File: config.mk
export PLATFORM = sky130hd
export DESIGN_NAME = ram_arbiter_flat
export DESIGN_NICKNAME = d
export VERILOG_FILES = /design/src/rtl/ram_arbiter_if.sv /design/src/rtl/ram_arbiter.sv /design/src/flat_wrapper.sv
export SDC_FILE = /design/constraint.sdc
export NUM_CORES = 1
export LEC_CHECK = 0
export CORE_ASPECT_RATIO = 0.8
export CORE_MARGIN = 2
export CORE_UTILIZATION = 45
export DETAILED_ROUTE_END_ITERATION = 7
export DONT_BUFFER_PORTS = 1
export PLACE_DENSITY = 0.67
export SLEW_MARGIN = 40
export SYNTH_ARGS = -nofsm -noshare
export SYNTH_HDL_FRONTEND = slang
export SYNTH_SLANG_ARGS = --single-unit
File: constraint.sdc
create_clock -name clk -period 1.8 [get_ports clk]
set_clock_uncertainty 0.05 [all_clocks]
set_input_delay 0.36 -clock clk [delete_from_list [all_inputs] [get_ports clk]]
set_output_delay 0.36 -clock clk [all_outputs]
set_load 0.005 [all_outputs]
File: src/rtl/ram_arbiter_if.sv
// ram_arbiter_if: cpu and loader request ports plus the shared RAM bus of ram_arbiter
interface ram_arbiter_if #(
   parameter int AW = 8,
   parameter int DW = 8
);
   logic          cpu_req;
   logic          cpu_we;
   logic [AW-1:0] cpu_adr;
   logic [DW-1:0] cpu_wdat;
   logic [DW-1:0] cpu_rdat;
   logic          cpu_ack;
   logic          ldr_req;
   logic          ldr_we;
   logic [AW-1:0] ldr_adr;
   logic [DW-1:0] ldr_wdat;
   logic [DW-1:0] ldr_rdat;
   logic          ldr_ack;
   logic          ram_ena;
   logic          ram_ctl;
   logic [AW-1:0] ram_adr;
   logic [DW-1:0] ram_wdo;
   logic [DW-1:0] ram_rdi;
   modport slave (
      input  cpu_req, cpu_we, cpu_adr, cpu_wdat,
      input  ldr_req, ldr_we, ldr_adr, ldr_wdat,
      input  ram_rdi,
      output cpu_rdat, cpu_ack, ldr_rdat, ldr_ack,
      output ram_ena, ram_ctl, ram_adr, ram_wdo
   );
   modport master (
      output cpu_req, cpu_we, cpu_adr, cpu_wdat,
      output ldr_req, ldr_we, ldr_adr, ldr_wdat,
      output ram_rdi,
      input  cpu_rdat, cpu_ack, ldr_rdat, ldr_ack,
      input  ram_ena, ram_ctl, ram_adr, ram_wdo
   );
endinterface

File: src/rtl/ram_arbiter.sv
// ram_arbiter: shares one single-port RAM between the cpu and loader ports; round-robin by default, LDR_PRIO_EN gives the loader fixed priority
module ram_arbiter #(
   parameter int AW      = 8,
   parameter int DW      = 8,
   parameter int ACC_CYC = 2
) (
   input  logic           clk,
   input  logic           res,
   ram_arbiter_if.slave   bus,
   output logic           busy,
   output logic           owner
);
   localparam logic [1:0] IDLE   = 2'd0;
   localparam logic [1:0] ACCESS = 2'd1;
   localparam logic [1:0] DONE   = 2'd2;
   logic [1:0]    state;
   logic [3:0]    cnt;
   logic          last;
   logic          gnt;
   logic          g_we;
   logic [AW-1:0] g_adr;
   logic [DW-1:0] g_wdat;
   assign busy = state != IDLE;
   // choose the winner among pending requests and select its qualifiers
   always_comb begin
`ifdef LDR_PRIO_EN
      gnt    = bus.ldr_req;
`else
      gnt    = (bus.cpu_req && bus.ldr_req) ? ~last : bus.ldr_req;
`endif
      g_we   = gnt ? bus.ldr_we   : bus.cpu_we;
      g_adr  = gnt ? bus.ldr_adr  : bus.cpu_adr;
      g_wdat = gnt ? bus.ldr_wdat : bus.cpu_wdat;
   end
   // grant, hold the RAM for ACC_CYC cycles, then return data and pulse ack
   always_ff @(posedge clk) begin
      if (res) begin
         state        <= IDLE;
         cnt          <= '0;
         last         <= 1'b1;
         owner        <= 1'b1;
         bus.ram_ena  <= 1'b0;
         bus.ram_ctl  <= 1'b0;
         bus.ram_adr  <= '0;
         bus.ram_wdo  <= '0;
         bus.cpu_ack  <= 1'b0;
         bus.ldr_ack  <= 1'b0;
         bus.cpu_rdat <= '0;
         bus.ldr_rdat <= '0;
      end else begin
         bus.cpu_ack <= 1'b0;
         bus.ldr_ack <= 1'b0;
         case (state)
            IDLE: if (bus.cpu_req || bus.ldr_req) begin
               owner       <= gnt;
               bus.ram_ena <= 1'b1;
               bus.ram_ctl <= g_we;
               bus.ram_adr <= g_adr;
               bus.ram_wdo <= g_we ? g_wdat : '0;
               cnt         <= 4'(ACC_CYC - 1);
               state       <= ACCESS;
            end
            ACCESS: if (cnt != 4'd0) cnt <= cnt - 4'd1;
            else begin
               bus.ram_ena <= 1'b0;
               bus.ram_ctl <= 1'b0;
               state       <= DONE;
               if (owner) bus.ldr_ack <= 1'b1;
               else bus.cpu_ack <= 1'b1;
               if (!bus.ram_ctl && owner) bus.ldr_rdat <= bus.ram_rdi;
               if (!bus.ram_ctl && !owner) bus.cpu_rdat <= bus.ram_rdi;
            end
            DONE: begin
               last  <= owner;
               state <= IDLE;
            end
            default: state <= IDLE;
         endcase
      end
   end
endmodule
File: src/flat_wrapper.sv
// flat-port wrapper written by rule: the top's interface ports become plain ports
module ram_arbiter_flat 
#(
   parameter int AW      = 8,
   parameter int DW      = 8,
   parameter int ACC_CYC = 2
)
  (clk, res, busy, owner, bus_cpu_req, bus_cpu_we, bus_cpu_adr, bus_cpu_wdat, bus_ldr_req, bus_ldr_we, bus_ldr_adr, bus_ldr_wdat, bus_ram_rdi, bus_cpu_rdat, bus_cpu_ack, bus_ldr_rdat, bus_ldr_ack, bus_ram_ena, bus_ram_ctl, bus_ram_adr, bus_ram_wdo);
  ram_arbiter_if #(.AW(AW), .DW(DW)) bus_i ();
  input  logic clk;
  input  logic res;
  output logic busy;
  output logic owner;
  input wire logic [$bits(bus_i.cpu_req)-1:0] bus_cpu_req;
  input wire logic [$bits(bus_i.cpu_we)-1:0] bus_cpu_we;
  input wire logic [$bits(bus_i.cpu_adr)-1:0] bus_cpu_adr;
  input wire logic [$bits(bus_i.cpu_wdat)-1:0] bus_cpu_wdat;
  input wire logic [$bits(bus_i.ldr_req)-1:0] bus_ldr_req;
  input wire logic [$bits(bus_i.ldr_we)-1:0] bus_ldr_we;
  input wire logic [$bits(bus_i.ldr_adr)-1:0] bus_ldr_adr;
  input wire logic [$bits(bus_i.ldr_wdat)-1:0] bus_ldr_wdat;
  input wire logic [$bits(bus_i.ram_rdi)-1:0] bus_ram_rdi;
  output wire logic [$bits(bus_i.cpu_rdat)-1:0] bus_cpu_rdat;
  output wire logic [$bits(bus_i.cpu_ack)-1:0] bus_cpu_ack;
  output wire logic [$bits(bus_i.ldr_rdat)-1:0] bus_ldr_rdat;
  output wire logic [$bits(bus_i.ldr_ack)-1:0] bus_ldr_ack;
  output wire logic [$bits(bus_i.ram_ena)-1:0] bus_ram_ena;
  output wire logic [$bits(bus_i.ram_ctl)-1:0] bus_ram_ctl;
  output wire logic [$bits(bus_i.ram_adr)-1:0] bus_ram_adr;
  output wire logic [$bits(bus_i.ram_wdo)-1:0] bus_ram_wdo;
  assign bus_i.cpu_req = bus_cpu_req;
  assign bus_i.cpu_we = bus_cpu_we;
  assign bus_i.cpu_adr = bus_cpu_adr;
  assign bus_i.cpu_wdat = bus_cpu_wdat;
  assign bus_i.ldr_req = bus_ldr_req;
  assign bus_i.ldr_we = bus_ldr_we;
  assign bus_i.ldr_adr = bus_ldr_adr;
  assign bus_i.ldr_wdat = bus_ldr_wdat;
  assign bus_i.ram_rdi = bus_ram_rdi;
  assign bus_cpu_rdat = bus_i.cpu_rdat;
  assign bus_cpu_ack = bus_i.cpu_ack;
  assign bus_ldr_rdat = bus_i.ldr_rdat;
  assign bus_ldr_ack = bus_i.ldr_ack;
  assign bus_ram_ena = bus_i.ram_ena;
  assign bus_ram_ctl = bus_i.ram_ctl;
  assign bus_ram_adr = bus_i.ram_adr;
  assign bus_ram_wdo = bus_i.ram_wdo;
  ram_arbiter #(.AW(AW), .DW(DW), .ACC_CYC(ACC_CYC)) u_core (.clk(clk), .res(res), .bus(bus_i), .busy(busy), .owner(owner));
endmodule
==> results.ini, run 1 <==
[sta]
slew_headroom_pct = 49.46
slew_viol_final = 0
tightestPinTransition_ps = 758.1
rsz0062_at_grt = false
setup_viol = 0
fmaxAchievable_ghz = 0.6083
final_hold_viol_count = 0
min_period_ps = 1644
min_period_over_period_pct = 91.32
tns_ps = 0

[cts]
root_buffer = clkbuf_8
cts_tree = done
htreeDepth = 2
clkTransAtPathRegs_ps = 90
cts_buffer_depth = 2
numCtsBuffers = 5
clock_sinks = 44
clkLatencyLatePin_ps = 300
cts_post_setup_buffers_inserted = 0

[global_routing]
grt_max_degree = 31
antenna_found_initial = 0
first_global_vias = 1540
grt_usage_pct = 20.01
grt_overflow = 0
grt_pass1_wl_mm = 7.659

[floorplan]
initial_utilization_pct = 47.11
fp.dieH_um = 63.34
io_pins = 84
core_area_mm2 = 0.004204
die-area_mm2 = 0.004952
rows = 21
die_x_um = 78.18

[drt]
via_per_inst = 5.614
drcViolationCount = 0
first_pass_iters = 4
ant_nets = 0
vias = 1600
wl_per_cell_um = 16.28
drt_iter0_drc = 92
drt_wl_total_mm = 4.641

[power]
p_sw_mw = 0.6735
netSwitchingFraction_pct = 29.05
power.total_mw = 2.319
p_per_area_mw_per_mm2 = 1072
combPwrFrac_pct = 18.5
leakagePower_nw = 0.7949
p_clk_share_pct = 33.3
seq_power_share_pct = 48.3
ir_drop_v = 0.0005615
intPower_mw = 1.645

[layout]
final_cell_mix = dfxtp_1, a21oi_1, nand2_1
final_cells = 285
nets = 275
area_delta_synth_final_pct = 9.160
stdcell_area_mm2 = 0.002162
drive_gt1_share_pct = 11.84
diodes = 0
fillers = 402
mostFrequentLayoutCell = dfxtp_1

[setup_path]
critPathLaunchType = flip-flop
cp_slowest_cell = or3b_1
slowest_delay_ps = 370
cp_top_family = simple AND/OR/NAND/NOR gates
path_max_fanout = 14
crit_chain = inv_1, ha_1, or3b_1, buf_4, nor2_1, o32ai_1
critPathKind = reg2reg
worst-path-buf-inv = 2
worstPathArrival_ps = 1750
critPathCaptureType = flip-flop
required_ps = 1900

[yosys]
syn-instance-count = 224
syn_area_mm2 = 0.001981
avgSynthCellArea_um2 = 8.842
synth_seq_cells = 44
yosysSeqAreaShare_pct = 44.47
synth-edff-count = 0
yosys_warnings = 0
async_flop_share_pct = 0
ys_types = 43
syn-num-nets = 272
yosys_most_used_dff = dfxtp_1

[place]
dp_hpwl_mm = 3.347
gp_congestion = 0.7811
placedInstanceArea_mm2 = 0.002046
io_buffers = 0
dpl.cell_count = 277

[outcome]
status = complete, no violations

[min_path]
hp-class = in2reg

[flow_run]
drv_cap = 0

==> cells in the mapped netlist, drive strengths merged (2+ instances only) <==
cell type   n  area (um^2)
a311oi      8        70.07
clkbuf      4        15.01
dfxtp      44        880.8
buf         9        58.80
o211ai      2        15.01
mux2i       9        90.09
ha          2        25.02
o32ai       9        78.83
nand2b      2        12.51
or3         2        13.77
nand2      21        78.83
nand3      16        80.08
or4         2        18.77
a21oi      29        148.9
nor2        6        22.52
o21ai      21        108.9
and2        8        50.05
inv        12        45.04
==> worst paths after layout <==
path | cells after the start | slack (ps) | from | to
setup / recovery | 6 | 160 | u_core.cnt[0] | u_core.bus.ram_ctl
hold / removal | 1 | 60 | res | u_core.bus.ldr_rdat[4]
hold reg to reg | 2 | 430 | u_core.bus.ram_wdo[3] | u_core.bus.ram_wdo[3]
setup reg to reg | 6 | 160 | u_core.cnt[0] | u_core.bus.ram_ctl
==> final cells by class <==
class                      count  area, um^2  share of cell area, %
multi-input combinational    154       977.2                  45.20
clock buffer                   5       68.82                  3.183
inverter                      13       48.80                  2.257
timing repair buffer           9       67.56                  3.125
clock inverter                 3       47.55                  2.199
sequential                    44       880.8                  40.74
tap                           57       71.32                  3.299
==> metrics by stage <==
stage | worst slack, ps | hold WS [ps] | utilization, %
finish | 156.2 | 59.61 | 51.43
global route | 33.41 | 30.66 | 51.43
CTS | 156.2 | 47.13 | 51.43
detailed placement | 194.2 | 385.2 | 48.66
global placement | 280.0 | 385.1 | 48.66
floorplan | 255.7 | 399.7 | -
==> sequential cells by signal, indices dropped and copies added (netlist names), 2 cells and up <==
| register | count |
|---|---|
| u_core.bus.ram_wdo | 8 |
| u_core.cnt | 4 |
| u_core.bus.cpu_rdat | 8 |
| u_core.bus.ldr_rdat | 8 |
| u_core.state | 2 |
| u_core.bus.ram_adr | 8 |
==> power by group through the flow <==
stage          logic [mW]  registers [mW]  clock network [mW]
2_1_floorplan       0.333            1.13                   0
3_3_place_gp        0.422            1.14                   0
3_5_place_dp        0.428            1.14                   0
4_1_cts             0.429            1.12               0.798
5_1_grt             0.483            1.13               0.847
6_report            0.428            1.12               0.771
==> routing by layer <==
metal,track usage [%],share of wire (%),up-vias
met1,27.36,47,699
met5,0,0,-
li1,-,-,825
met2,28.77,43,69
met3,7.880,8.3,7
met4,6.579,1.3,0
==> cell families (layout without fill, tap and decap cells) <==
logic type | after synthesis | after routing | synth area share, %
AOI/OAI and AO/OA | 75 | 75 | 23.88
adders and majority gates | 2 | 2 | 1.263
buffers and inverters | 26 | 30 | 6.190
DFF | 44 | 44 | 44.47
muxes | 9 | 9 | 4.549
and+or+nand+nor | 68 | 68 | 19.65
==> repair_timing <==
action	in CTS	in global routing
hold buffers	0	0
gates resized for setup	0	1
setup endpoints to repair	0	1
(Power assumes the default switching activity.)
==> run 2: changes to the inputs <==
Settings changed: CELL_PAD_IN_SITES_DETAIL_PLACEMENT set to 1, CELL_PAD_IN_SITES_GLOBAL_PLACEMENT set to 2, CORE_UTILIZATION 45 to 34, PLACE_DENSITY 0.67 to 0.83, RECOVER_POWER set to 100.
==> run 2 against run 1 <==
Register-to-register slack improved by 20 ps. Count of clock-buffer cells in the layout unchanged. Core utilization decreased by 12 points. Design area increased by 0.87%. Largest power group unchanged.
==> results.ini, run 2 (synthesis gave the netlist of run 1 again) <==
[outcome]
status = complete, no violations

[power]
leakagePower_nw = 0.7852
p_clk_share_pct = 32.8
seq_power_share_pct = 48.8
netSwitchingFraction_pct = 29.01
intPower_mw = 1.630
ir_drop_v = 0.0003612
combPwrFrac_pct = 18.4
p_sw_mw = 0.6661
p_per_area_mw_per_mm2 = 1053

[cts]
cts_hold_buf = 0
root_buffer = clkbuf_8
clock_sinks = 44
ctsResizeCount = 0
cts_post_setup_buffers_inserted = 0
clkTransAtPathRegs_ps = 90
cts_tree = done
htreeDepth = 2
clkLatencyLatePin_ps = 290
cts_buffer_depth = 2
numCtsBuffers = 5

[sta]
rsz0062_at_grt = false
min_period_over_period_pct = 89.99
min_period_ps = 1620
slew_viol_final = 0
tightestPinTransition_ps = 765.9
tns_ps = 0
final_hold_viol_count = 0
fmaxAchievable_ghz = 0.6173
slew_headroom_pct = 48.94
setup_viol = 0

[drt]
via_per_inst = 5.380
first_pass_iters = 4
ant_nets = 0
drt_wl_total_mm = 5.203
wl_per_cell_um = 17.06
vias = 1641
drcViolationCount = 0
drt_iter0_drc = 63

[layout]
area_delta_synth_final_pct = 10.11
drive_gt1_share_pct = 10.13
nets = 274
mostFrequentLayoutCell = dfxtp_1
stdcell_area_mm2 = 0.002181
final_cell_mix = dfxtp_1, a21oi_1, nand2_1
diodes = 0
fillers = 675

[global_routing]
first_global_vias = 1613
grt_pass1_wl_mm = 8.266
grt_overflow = 0
antenna_found_initial = 0
grt_usage_pct = 16.65
grt_max_degree = 31

[min_path]
worstHoldStart = res
hold-path-cell-count = 1
min_to = u_core.bus.ram_adr[7]
hp-class = in2reg

[setup_path]
regToRegEndpoint = u_core.bus.ldr_rdat[5]
critPathCaptureType = flip-flop
r2r-start = u_core.cnt[0]
setup.worst_path.start = u_core.cnt[0]
worstPathArrival_ps = 1750
critPathLaunchType = flip-flop
r2r_slack_ps = 180
critPathKind = reg2reg
path_max_fanout = 10
required_ps = 1930
rr_worst_depth = 6

[floorplan]
core_area_mm2 = 0.005525
fp.dieH_um = 72.27
die-area_mm2 = 0.006456
die_x_um = 89.34
io_pins = 84
rows = 24
initial_utilization_pct = 35.85

[place]
placedInstanceArea_mm2 = 0.002077
dp_hpwl_mm = 3.837
io_buffers = 0
gp_congestion = 0.7136

[flow_run]
drv_cap = 0

## run 2: cell types whose count changed in the layout (fill, tap and decap cells not counted), sizes merged
cell      change
clkinvlp      +1
clkbuf        +3
buf           -4
clkinv        -1
## run 2: worst max-delay path by stage
stage                             endpoint  slack [ps]  depth (start not counted)
global placement        u_core.bus.ram_ctl         210                          6
detailed placement      u_core.bus.ram_ctl         210                          6
floorplan           u_core.bus.ldr_rdat[0]         260                          7
CTS                 u_core.bus.ldr_rdat[0]         160                          6
finish              u_core.bus.ldr_rdat[5]         180                          6
global route        u_core.bus.cpu_rdat[2]          20                          6
## run 2: per-layer routing
layer  vias to the layer above  GRT usage [%]  part of all wire (%)
met2                        54          24.28                    44
met3                         4          6.030                   8.3
met1                       767          22.86                    47
li1                        816              -                     -
met4                         0          5.473                  0.98
met5                         -              0                     0
## run 2: area by class of cell
class | instances | area, um^2 | area share, %
clock buffers | 5 | 68.82 | 3.155
clock inverters | 3 | 42.54 | 1.951
inverters | 13 | 48.80 | 2.238
multi-input cells | 154 | 979.7 | 44.92
flip-flops and latches | 44 | 880.8 | 40.39
well taps | 78 | 97.59 | 4.475
repair buffers | 8 | 62.56 | 2.869
## run 2: through the flow
stage | hold slack (ps) | setup WS, ps | util (%) | power (mW) | cells
CTS | 63.62 | 162.7 | 39.61 | 2.333 | 305
detailed placement | 385.9 | 205.1 | 37.59 | 1.582 | 297
global placement | 384.0 | 214.1 | 37.59 | 1.575 | 297
global route | 44.50 | 17.99 | 39.47 | 2.432 | 305
finish | 71.88 | 180.1 | 39.47 | 2.296 | 305
floorplan | 399.7 | 255.7 | - | 1.465 | 224
## run 2: critical path: stages, from the launching register on
cell and delay, ps:
dfxtp_1 310, inv_1 110, ha_1 170, or3b_1 370, buf_4 180, o21ai_0 190, a21oi_1 110
## run 2: power groups by stage
stage / logic, mW / clock network, mW / registers [mW]
after global placement: 0.431 / 0 / 1.14
after floorplan: 0.333 / 0 / 1.13
final: 0.422 / 0.754 / 1.12
after CTS: 0.440 / 0.772 / 1.12
after global routing: 0.475 / 0.824 / 1.13
after detailed placement: 0.438 / 0 / 1.14
==> run 3: changes to the inputs <==
Settings changed: CORE_ASPECT_RATIO 0.8 to 2, REMOVE_ABC_BUFFERS set to 1.
==> run 3 against run 2 <==
Sequential share of layout area down 0.34 points. Via count rose by 2.8%. Register-to-register slack about the same. Maximum frequency is essentially flat. Highest routed layer unchanged. Combinational power hardly changed. Final cell count decreased by 5.2%. Critical path depth unchanged. Non-clock buffer count increased by 1. Global-route usage rose by 0.51 points.
==> results.ini, run 3 (synthesis gave the netlist of run 1 again) <==
[sta]
setup_viol = 0
fmaxAchievable_ghz = 0.6167
rsz0062_at_grt = false
min_period_over_period_pct = 90.08
worst_slack_ps = 178.6
tightestPinTransition_ps = 797.5
whs_ps = 90.65
min_period_ps = 1621
slew_viol_final = 0
tns_ps = 0
slew_headroom_pct = 46.83
final_hold_viol_count = 0

[cts]
ctsResizeCount = 0
clkLatencyLatePin_ps = 280
root_buffer = clkbuf_16
cts_post_setup_buffers_inserted = 0
cts_tree = done
htreeDepth = 2
clock_sinks = 44
clkTransAtPathRegs_ps = 60
cts_hold_buf = 0
cts_buffer_depth = 2
numCtsBuffers = 5

[place]
io_buffers = 0
dpl.cell_count = 281
dp_hpwl_mm = 3.919
placedInstanceArea_mm2 = 0.002063
place_ws_ps = 191.9
gp_congestion = 0.7379

[layout]
mostFrequentLayoutCell = dfxtp_1
stdcell_area_mm2 = 0.002200
regArea_um2 = 880.8
final_cell_mix = dfxtp_1, a21oi_1, nand2_1
final_cells = 289
diodes = 0
multi_input_area_um2 = 973.4
fillers = 690
drive_gt1_share_pct = 10.09
nets = 275
area_delta_synth_final_pct = 11.05

[floorplan]
die_x_um = 57.97
die-area_mm2 = 0.006489
io_pins = 84
initial_utilization_pct = 34.99
rows = 39
fp.dieH_um = 111.9
core_area_mm2 = 0.005660

[drt]
drt_wl_total_mm = 5.278
wl_per_cell_um = 18.26
drt_iter0_drc = 56
vias = 1687
ant_nets = 0
drcViolationCount = 0
first_pass_iters = 5
via_per_inst = 5.837

[power]
p_clk_share_pct = 37.1
p_sw_mw = 0.6908
p_per_area_mw_per_mm2 = 1121
ir_drop_v = 0.0008704
netSwitchingFraction_pct = 28.01
intPower_mw = 1.775
leakagePower_nw = 0.8076
combPwrFrac_pct = 17.1
seq_power_share_pct = 45.8

[setup_path]
setup.worst_path.start = u_core.cnt[0]
required_ps = 1920
slowest_delay_ps = 380
crit_chain = inv_1, ha_1, or3b_1, buf_4, o21ai_0, a21oi_1
cp_slowest_cell = or3b_1
critPathKind = reg2reg
r2r-start = u_core.cnt[0]
critPathLaunchType = flip-flop
critPathCaptureType = flip-flop
worstPathArrival_ps = 1740
path_max_fanout = 17

[min_path]
hp-class = in2reg
worstHoldStart = res

[global_routing]
grt_max_degree = 31
first_global_vias = 1799
antenna_found_initial = 0
grt_overflow = 0
grt_pass1_wl_mm = 8.763
grt_usage_pct = 17.16

[flow_run]
drv_cap = 0

[outcome]
status = complete, no violations

run 3: changes by cell type in the layout (fill, tap and decap cells not counted), sizes merged:
cell and change:
buf +2, bufinv -1, clkbuf +2, clkinv -1
clkinvlp -1
run 3: worst paths after layout:
kind / end / slack (ps) / cells past startpoint
worst min register to register: u_core.bus.ram_wdo[4] / 430 / 2
worst min-delay path: u_core.bus.ldr_rdat[2] / 90 / 1
worst max register to register: u_core.bus.ram_ena / 180 / 6
worst max-delay path: u_core.bus.ram_ena / 180 / 6
run 3: metal layers:
layer	wire, um	track usage [%]	vias up	part of all wire (%)
met5	0	0	-	0
met3	390	4.878	6	7.4
li1	-	-	815	-
met1	1907	17.25	803	36
met2	2894	31.82	63	55
met4	85	6.512	0	1.6
run 3: layout make-up:
type,instances,share of cell area (%)
Inverter,13,2.218
Tap cell,61,3.470
Timing Repair Buffer,9,3.356
Multi-Input combinational cell,154,44.25
Clock buffer,8,6.655
Sequential cell,44,40.05
run 3: stage by stage:
stage / util [%] / total power, mW
floorplan: - / 1.420
global placement: 36.45 / 1.574
detailed placement: 36.45 / 1.586
CTS: 39.04 / 2.502
global route: 38.86 / 2.601
finish: 38.86 / 2.466
run 3: power by group through the flow:
stage | Sequential [mW] | Clock, mW | Combinational (mW)
2_1_floorplan | 1.13 | 0 | 0.287
3_3_place_gp | 1.15 | 0 | 0.423
3_5_place_dp | 1.15 | 0 | 0.433
4_1_cts | 1.13 | 0.934 | 0.436
5_1_grt | 1.14 | 0.986 | 0.474
6_report | 1.13 | 0.914 | 0.423
run 3: worst max-delay path: cells and delay by family, from the launching register on:
kind | cells | cell delay (ps)
buffers and inverters | 2 | 330
adder cells (fa/ha/maj) | 1 | 170
flip-flops | 1 | 310
AND/OR/NAND/NOR | 1 | 380
AO/OA/AOI/OAI | 2 | 270
